==> config.mk <==
export PLATFORM = sky130hd
export DESIGN_NAME = fuzz_sequenciador
export DESIGN_NICKNAME = d
export VERILOG_FILES = /design/src/rtl/fuzz_pkg.sv /design/src/rtl/fuzz_divisor.sv /design/src/rtl/fuzz_sequenciador.sv
export SDC_FILE = /design/constraint.sdc
export NUM_CORES = 1
export LEC_CHECK = 0
export BUFFER_PORTS_ARGS = -buffer_cell sky130_fd_sc_hd__buf_2
export CORE_UTILIZATION = 61
export CTS_CLUSTER_DIAMETER = 150
export DETAILED_ROUTE_END_ITERATION = 8
export PLACE_DENSITY = 0.89
export SYNTH_ARGS = -nofsm -noshare
export SYNTH_HDL_FRONTEND = slang
export SYNTH_HIERARCHICAL = 1
export SYNTH_SLANG_ARGS = --single-unit
==> constraint.sdc <==
create_clock -name clk -period 7.12 [get_ports clk]
set_clock_uncertainty 0.15 [all_clocks]
set_input_delay 1.424 -clock clk [delete_from_list [all_inputs] [get_ports clk]]
set_output_delay 1.424 -clock clk [all_outputs]
set_load 0.01 [all_outputs]
==> src/rtl/fuzz_pkg.sv <==
// Shared types and constants for the sequential type-2 fuzzifier: FSM states,
// trapezoid indices, region classification and divider sizing.
package fuzz_pkg;

  localparam int N_TRAP    = 6;
  localparam int DIV_NUM_W = 16;
  localparam int DIV_DEN_W = 8;
  localparam int DIV_CNT_W = $clog2(DIV_NUM_W + 1);

  typedef enum logic [1:0] {
    S_IDLE = 2'd0,
    S_EVAL = 2'd1,
    S_DIV  = 2'd2,
    S_FIM  = 2'd3
  } estado_t;

  localparam logic [2:0] T_MF01_UP  = 3'd0;
  localparam logic [2:0] T_MF01_LOW = 3'd1;
  localparam logic [2:0] T_MF02_UP  = 3'd2;
  localparam logic [2:0] T_MF02_LOW = 3'd3;
  localparam logic [2:0] T_MF03_UP  = 3'd4;
  localparam logic [2:0] T_MF03_LOW = 3'd5;

  typedef enum logic [2:0] {
    R_BAIXO   = 3'd0,
    R_SUBIDA  = 3'd1,
    R_TOPO    = 3'd2,
    R_DESCIDA = 3'd3,
    R_ALTO    = 3'd4
  } regiao_t;

  // The top region wins ties at C, so x == C == D still yields full membership.
  function automatic regiao_t classifica(input logic [7:0] x, input logic [7:0] a,
                                         input logic [7:0] b, input logic [7:0] c,
                                         input logic [7:0] d);
    regiao_t r;
    if (x <= a)      r = R_BAIXO;
    else if (x < b)  r = R_SUBIDA;
    else if (x <= c) r = R_TOPO;
    else if (x < d)  r = R_DESCIDA;
    else             r = R_ALTO;
    return r;
  endfunction

endpackage

==> src/rtl/fuzz_divisor.sv <==
// 16/8 restoring serial divider: the first quotient bit is resolved on the
// start edge, so feito is high during the 16th cycle after inicio.
module fuzz_divisor
  import fuzz_pkg::*;
(
  input  logic                 clk,
  input  logic                 rst,
  input  logic                 inicio,
  input  logic [DIV_NUM_W-1:0] numerador,
  input  logic [DIV_DEN_W-1:0] denominador,
  output logic [DIV_NUM_W-1:0] quociente,
  output logic                 feito
);

  localparam logic [DIV_CNT_W-1:0] PASSOS = DIV_CNT_W'(DIV_NUM_W);

  logic [DIV_DEN_W-1:0] resto_r, den_r;
  logic [DIV_NUM_W-1:0] quo_r;
  logic [DIV_CNT_W-1:0] cont_r;
  logic                 ocupado_r;

  logic [DIV_DEN_W-1:0] resto_in, resto_out, den_in;
  logic [DIV_NUM_W-1:0] quo_in, quo_out;
  logic [DIV_DEN_W:0]   desloc;

  // quo_r doubles as the numerator shift register; quotient bits enter at the LSB.
  always_comb begin
    resto_in = inicio ? '0 : resto_r;
    quo_in   = inicio ? numerador : quo_r;
    den_in   = inicio ? denominador : den_r;
    desloc   = {resto_in, quo_in[DIV_NUM_W-1]};
    if (desloc >= {1'b0, den_in}) begin
      resto_out = DIV_DEN_W'(desloc - {1'b0, den_in});
      quo_out   = {quo_in[DIV_NUM_W-2:0], 1'b1};
    end else begin
      resto_out = desloc[DIV_DEN_W-1:0];
      quo_out   = {quo_in[DIV_NUM_W-2:0], 1'b0};
    end
  end

  always_ff @(posedge clk or posedge rst) begin
    if (rst) begin
      resto_r   <= '0;
      den_r     <= '0;
      quo_r     <= '0;
      cont_r    <= '0;
      ocupado_r <= 1'b0;
    end else if (inicio) begin
      resto_r   <= resto_out;
      quo_r     <= quo_out;
      den_r     <= den_in;
      cont_r    <= DIV_CNT_W'(1);
      ocupado_r <= 1'b1;
    end else if (ocupado_r) begin
      if (cont_r == PASSOS) begin
        ocupado_r <= 1'b0;
      end else begin
        resto_r <= resto_out;
        quo_r   <= quo_out;
        cont_r  <= cont_r + 1'b1;
      end
    end
  end

  assign quociente = quo_r;
  assign feito     = ocupado_r && (cont_r == PASSOS);

endmodule

==> src/rtl/fuzz_sequenciador.sv <==
// Sequential interval type-2 fuzzifier: evaluates six trapezoids one at a time
// through a shared serial divider and publishes all degrees atomically.
module fuzz_sequenciador
  import fuzz_pkg::*;
#(
  parameter logic [47:0] P_A = 48'h96_8C_46_3C_0A_00,
  parameter logic [47:0] P_B = 48'hBE_B4_6E_64_1E_14,
  parameter logic [47:0] P_C = 48'hFF_FF_82_8C_32_3C,
  parameter logic [47:0] P_D = 48'hFF_FF_AA_B4_5A_64
) (
  input  logic       clk,
  input  logic       rst,
  input  logic [7:0] entrada,
  input  logic       valido,
  output logic       pronto,
  output logic       fim,
  output logic [7:0] MF_01_UP,
  output logic [7:0] MF_01_LOW,
  output logic [7:0] MF_02_UP,
  output logic [7:0] MF_02_LOW,
  output logic [7:0] MF_03_UP,
  output logic [7:0] MF_03_LOW,
  output logic       Ativo_1,
  output logic       Ativo_2,
  output logic       Ativo_3,
  output estado_t    estado
);

  // Handshake: a sample is taken on an edge where valido && pronto; pronto is
  // high only in IDLE, and valido in any other state is dropped, not queued.

  localparam logic [2:0] IDX_ULTIMO = 3'(N_TRAP - 1);

  estado_t    estado_r, estado_n;
  logic [7:0] x_r;
  logic [2:0] idx_r;
  logic [7:0] sombra [N_TRAP];

  logic [7:0]           ca, cb, cc, cd, dif;
  regiao_t              regiao;
  logic [DIV_NUM_W-1:0] num, quociente;
  logic [DIV_DEN_W-1:0] den;
  logic                 div_inicio, div_feito;
  logic                 aceita, grava, avanca;
  logic [7:0]           grava_val;

  assign ca     = P_A[{idx_r, 3'b000} +: 8];
  assign cb     = P_B[{idx_r, 3'b000} +: 8];
  assign cc     = P_C[{idx_r, 3'b000} +: 8];
  assign cd     = P_D[{idx_r, 3'b000} +: 8];
  assign regiao = classifica(x_r, ca, cb, cc, cd);

  // 255*dif as (dif<<8)-dif; dif is strictly below den, keeping the quotient < 255.
  assign dif = (regiao == R_SUBIDA) ? (x_r - ca) : (cd - x_r);
  assign den = (regiao == R_SUBIDA) ? (cb - ca) : (cd - cc);
  assign num = {dif, 8'h00} - {8'h00, dif};

  fuzz_divisor u_divisor (
    .clk        (clk),
    .rst        (rst),
    .inicio     (div_inicio),
    .numerador  (num),
    .denominador(den),
    .quociente  (quociente),
    .feito      (div_feito)
  );

  always_comb begin
    estado_n   = estado_r;
    aceita     = 1'b0;
    div_inicio = 1'b0;
    grava      = 1'b0;
    grava_val  = '0;
    avanca     = 1'b0;
    case (estado_r)
      S_IDLE: begin
        if (valido) begin
          aceita   = 1'b1;
          estado_n = S_EVAL;
        end
      end
      S_EVAL: begin
        case (regiao)
          R_SUBIDA, R_DESCIDA: begin
            div_inicio = 1'b1;
            estado_n   = S_DIV;
          end
          R_TOPO: begin
            grava     = 1'b1;
            grava_val = 8'hFF;
            avanca    = 1'b1;
          end
          default: begin
            grava  = 1'b1;
            avanca = 1'b1;
          end
        endcase
      end
      S_DIV: begin
        if (div_feito) begin
          // Saturation only matters for a zero denominator (all-ones quotient).
          grava     = 1'b1;
          grava_val = (quociente[15:8] != 8'h00) ? 8'hFF : quociente[7:0];
          avanca    = 1'b1;
        end
      end
      S_FIM:   estado_n = S_IDLE;
      default: estado_n = S_IDLE;
    endcase
    if (avanca) estado_n = (idx_r == IDX_ULTIMO) ? S_FIM : S_EVAL;
  end

  always_ff @(posedge clk or posedge rst) begin
    if (rst) begin
      estado_r  <= S_IDLE;
      x_r       <= '0;
      idx_r     <= '0;
      fim       <= 1'b0;
      MF_01_UP  <= '0;
      MF_01_LOW <= '0;
      MF_02_UP  <= '0;
      MF_02_LOW <= '0;
      MF_03_UP  <= '0;
      MF_03_LOW <= '0;
      Ativo_1   <= 1'b0;
      Ativo_2   <= 1'b0;
      Ativo_3   <= 1'b0;
      for (int i = 0; i < N_TRAP; i++) sombra[i] <= '0;
    end else begin
      estado_r <= estado_n;
      fim      <= (estado_r == S_FIM);
      if (aceita) begin
        x_r   <= entrada;
        idx_r <= '0;
      end else if (avanca) begin
        idx_r <= idx_r + 1'b1;
      end
      if (grava) sombra[idx_r] <= grava_val;
      if (estado_r == S_FIM) begin
        MF_01_UP  <= sombra[T_MF01_UP];
        MF_01_LOW <= sombra[T_MF01_LOW];
        MF_02_UP  <= sombra[T_MF02_UP];
        MF_02_LOW <= sombra[T_MF02_LOW];
        MF_03_UP  <= sombra[T_MF03_UP];
        MF_03_LOW <= sombra[T_MF03_LOW];
        Ativo_1   <= (sombra[T_MF01_UP] != 8'h00);
        Ativo_2   <= (sombra[T_MF02_UP] != 8'h00);
        Ativo_3   <= (sombra[T_MF03_UP] != 8'h00);
      end
    end
  end

  assign pronto = (estado_r == S_IDLE);
  assign estado = estado_r;

endmodule

==> flow_summary.toml <==
[timing]
rsz0062_at_grt = "false"
hold_violations = 0
fin_setup_tns_ps = 0
slew_headroom_pct = 22.8
setup_violations = 0
post-route-period-util_pct = 81.6
fmax_ghz = 0.172
finalMaxSlewViolations = 0
tightestPinTransition_ps = 1160
timing.hold.ws_ps = 337
setup_slack_ps = 1310
finalCriticalPeriod_ps = 5810

[place]
place_ws_ps = 1480
place_area_mm2 = 0.00911
io_buffers = 65
hpwlAfterDp_um = 13900
gp_congestion = 0.923

[cts]
post_cts_buffers = 0
cts_max_level = 4
hold_buffers = 0
root_buffer = "clkbuf_16"
numCtsBuffers = 17
clk_path_buf_depth = 2
cts_sinks = 151
clk_pin_slew_ps = 70
cts_resized = 0
cts_tree = "yes"
clock_latency_ps = 430

[hold_path]
holdCritPathClass = "register to register"

[synth]
yosysSeqAreaShare_pct = 43.6
synthesis.area_mm2 = 0.00866
synth_area_leaders = "dfrtp_1, mux2_2, ha_1"
synth_cell_types = 80
synth-main-ff-cell = "dfrtp_1"
async_reset_ff_share_pct = 100
synth_cells = 783
yosysTopAreaCell = "dfrtp_1"
synth-seq-cells = 151
ys_warn_count = 6
synth-edff-count = 0
synth_top_area_share_pct = 43.6
synth_area_per_cell_um2 = 11.1

[worst_setup_path]
crit_arrival_ps = 6010
criticalPathCategory = "register to register"
path_max_fanout = 56
required_ps = 7320
cp-start-kind = "register"
end_kind = "register"

[cells_and_area]
final_cell_area_mm2 = 0.00970
regArea_mm2 = 0.00378
multiInputGateArea_mm2 = 0.00459
drive_gt1_share_pct = 24.1
fillers = 930
syn2layout_area_growth_pct = 12.1
nets = 913
antenna_cells = 0

[global_routing]
grt_max_degree = 84
overflow = 0
grt_pass1_vias = 6340
track_usage_pct = 29.5
grt_pass1_wl_um = 32900
grt_antenna_before_repair = 0

[routing]
antenna_left = 0
viasPerCell = 6.13
drt_first_iter_violations = 463
firstDrtPassIters = 5
drc = 0
vias = 6374
wire_per_inst_um = 19.3
wl_um = 20100

[floorplan]
start_util_pct = 62.4
die-height_um = 121
die_area_mm2 = 0.0147
die_width_um = 121
core_mm2 = 0.0139
ios = 66
rows = 43

[job]
max_cap_viol_count = 0

[run_status]
status = "complete, no violations"
==> critical path, stage by stage (launching register included) <==
cell and delay, ps:
dfrtp_1 500, clkinv_1 380, a21boi_0 610, inv_1 200
fa_1 480, nand2b_1 180, a211oi_1 230, o22a_1 220
a32oi_2 140, nor3_2 130, buf_4 480, mux2_2 410
inv_1 60, ha_1 270, a21o_1 210, a211oi_2 510
nand3_1 180, a2bb2oi_1 170, o22ai_1 200
==> sequential cells by signal (all words and copies together) (netlist names), 2 cells and up <==
register	flops
u_divisor/cont_r	5
u_divisor/den_r	8
MF_02_LOW	8
estado	2
MF_01_LOW	8
sombra	48
MF_02_UP	8
u_divisor/resto_r	8
MF_03_UP	8
u_divisor/quociente	16
x_r	8
idx_r	3
MF_01_UP	8
MF_03_LOW	8
==> stage by stage <==
step | util (%) | cells
final | 69.9 | 1040
after global routing | 69.9 | 1040
after CTS | 69.9 | 1040
after detailed placement | 65.6 | 1008
after global placement | 65.6 | 1008
after floorplan | - | 785
==> Yosys cell counts (6+ instances only) <==
master and n:
xnor2_1 16, nand2b_1 14, nor2b_1 13, buf_6 6
mux2_4 16, mux2i_1 23, o21a_1 7, clkbuf_1 15
nand3_1 6, nor4_1 8, nand2_1 46, a31oi_1 7
xor2_1 12, nand4_1 7, a211oi_1 9, inv_1 41
mux2_1 33, nor3_1 7, and3_1 6, ha_1 53
mux2_2 66, a21oi_1 32, dfrtp_1 151, o21ai_0 41
nor2_1 50
==> layout make-up <==
type	count	share of cell area, %
multi-input combinational	566	47.3
sequential	151	39.0
clock buffer	17	4.39
timing repair buffer	69	3.66
tap	180	2.32
clock inverter	15	1.74
inverter	42	1.65
==> layer usage <==
| layer | track usage, % | share of wire [%] |
|---|---|---|
| met1 | 38.1 | 44 |
| met2 | 48.9 | 49 |
| met3 | 4.61 | 4.6 |
| met4 | 13.2 | 3.2 |
| met5 | 0 | 0 |
==> placed cells by master, fill, tap and decap left out, drive strengths merged, types with 4 or more instances in the layout <==
master    netlist  routed
ha             53      53
o21ai          46      46
a31oi           7       7
and2            5       5
nand4           7       7
mux2i          23      23
xor2           12      12
o21a            7       7
nor4            8       8
mux2          115     115
xnor2          16      16
nor2b          14      14
clkinvlp        0       5
nand2          46      46
clkbuf         16      17
buf            10      69
nor3b           4       4
nor3            7       7
a21oi          32      32
and3            6       6
nor2           51      51
inv            41      47
a211oi         10      10
dfrtp         151     151
nand3           9       9
nand2b         14      14
or3b            5       5
a21o            4       4
==> cell families after synthesis <==
family | share of synthesized area (%)
DFF | 43.6
xor gates and xnor gates | 2.83
muxes | 18.3
buffers and inverters | 3.54
and+or+nand+nor | 12.0
adders and majority gates | 8.12
AOI/OAI and AO/OA | 11.5
other | 0.0433
==> final timing paths <==
kind                             from                   end  slack [ps]  cells after the start
max reg2reg                  idx_r[0]  u_divisor/resto_r[3]        1310                     18
min                        sombra[38]            sombra[38]         340                      1
min reg2reg                sombra[38]            sombra[38]         340                      1
min in group asynchronous         rst            sombra[37]         840                      2
max                          idx_r[0]  u_divisor/resto_r[3]        1310                     18
max in group asynchronous         rst           MF_02_UP[2]        4640                      3
Power is not shown: default switching activity piles up to over one toggle a cycle in this logic, so the estimate is an artifact.
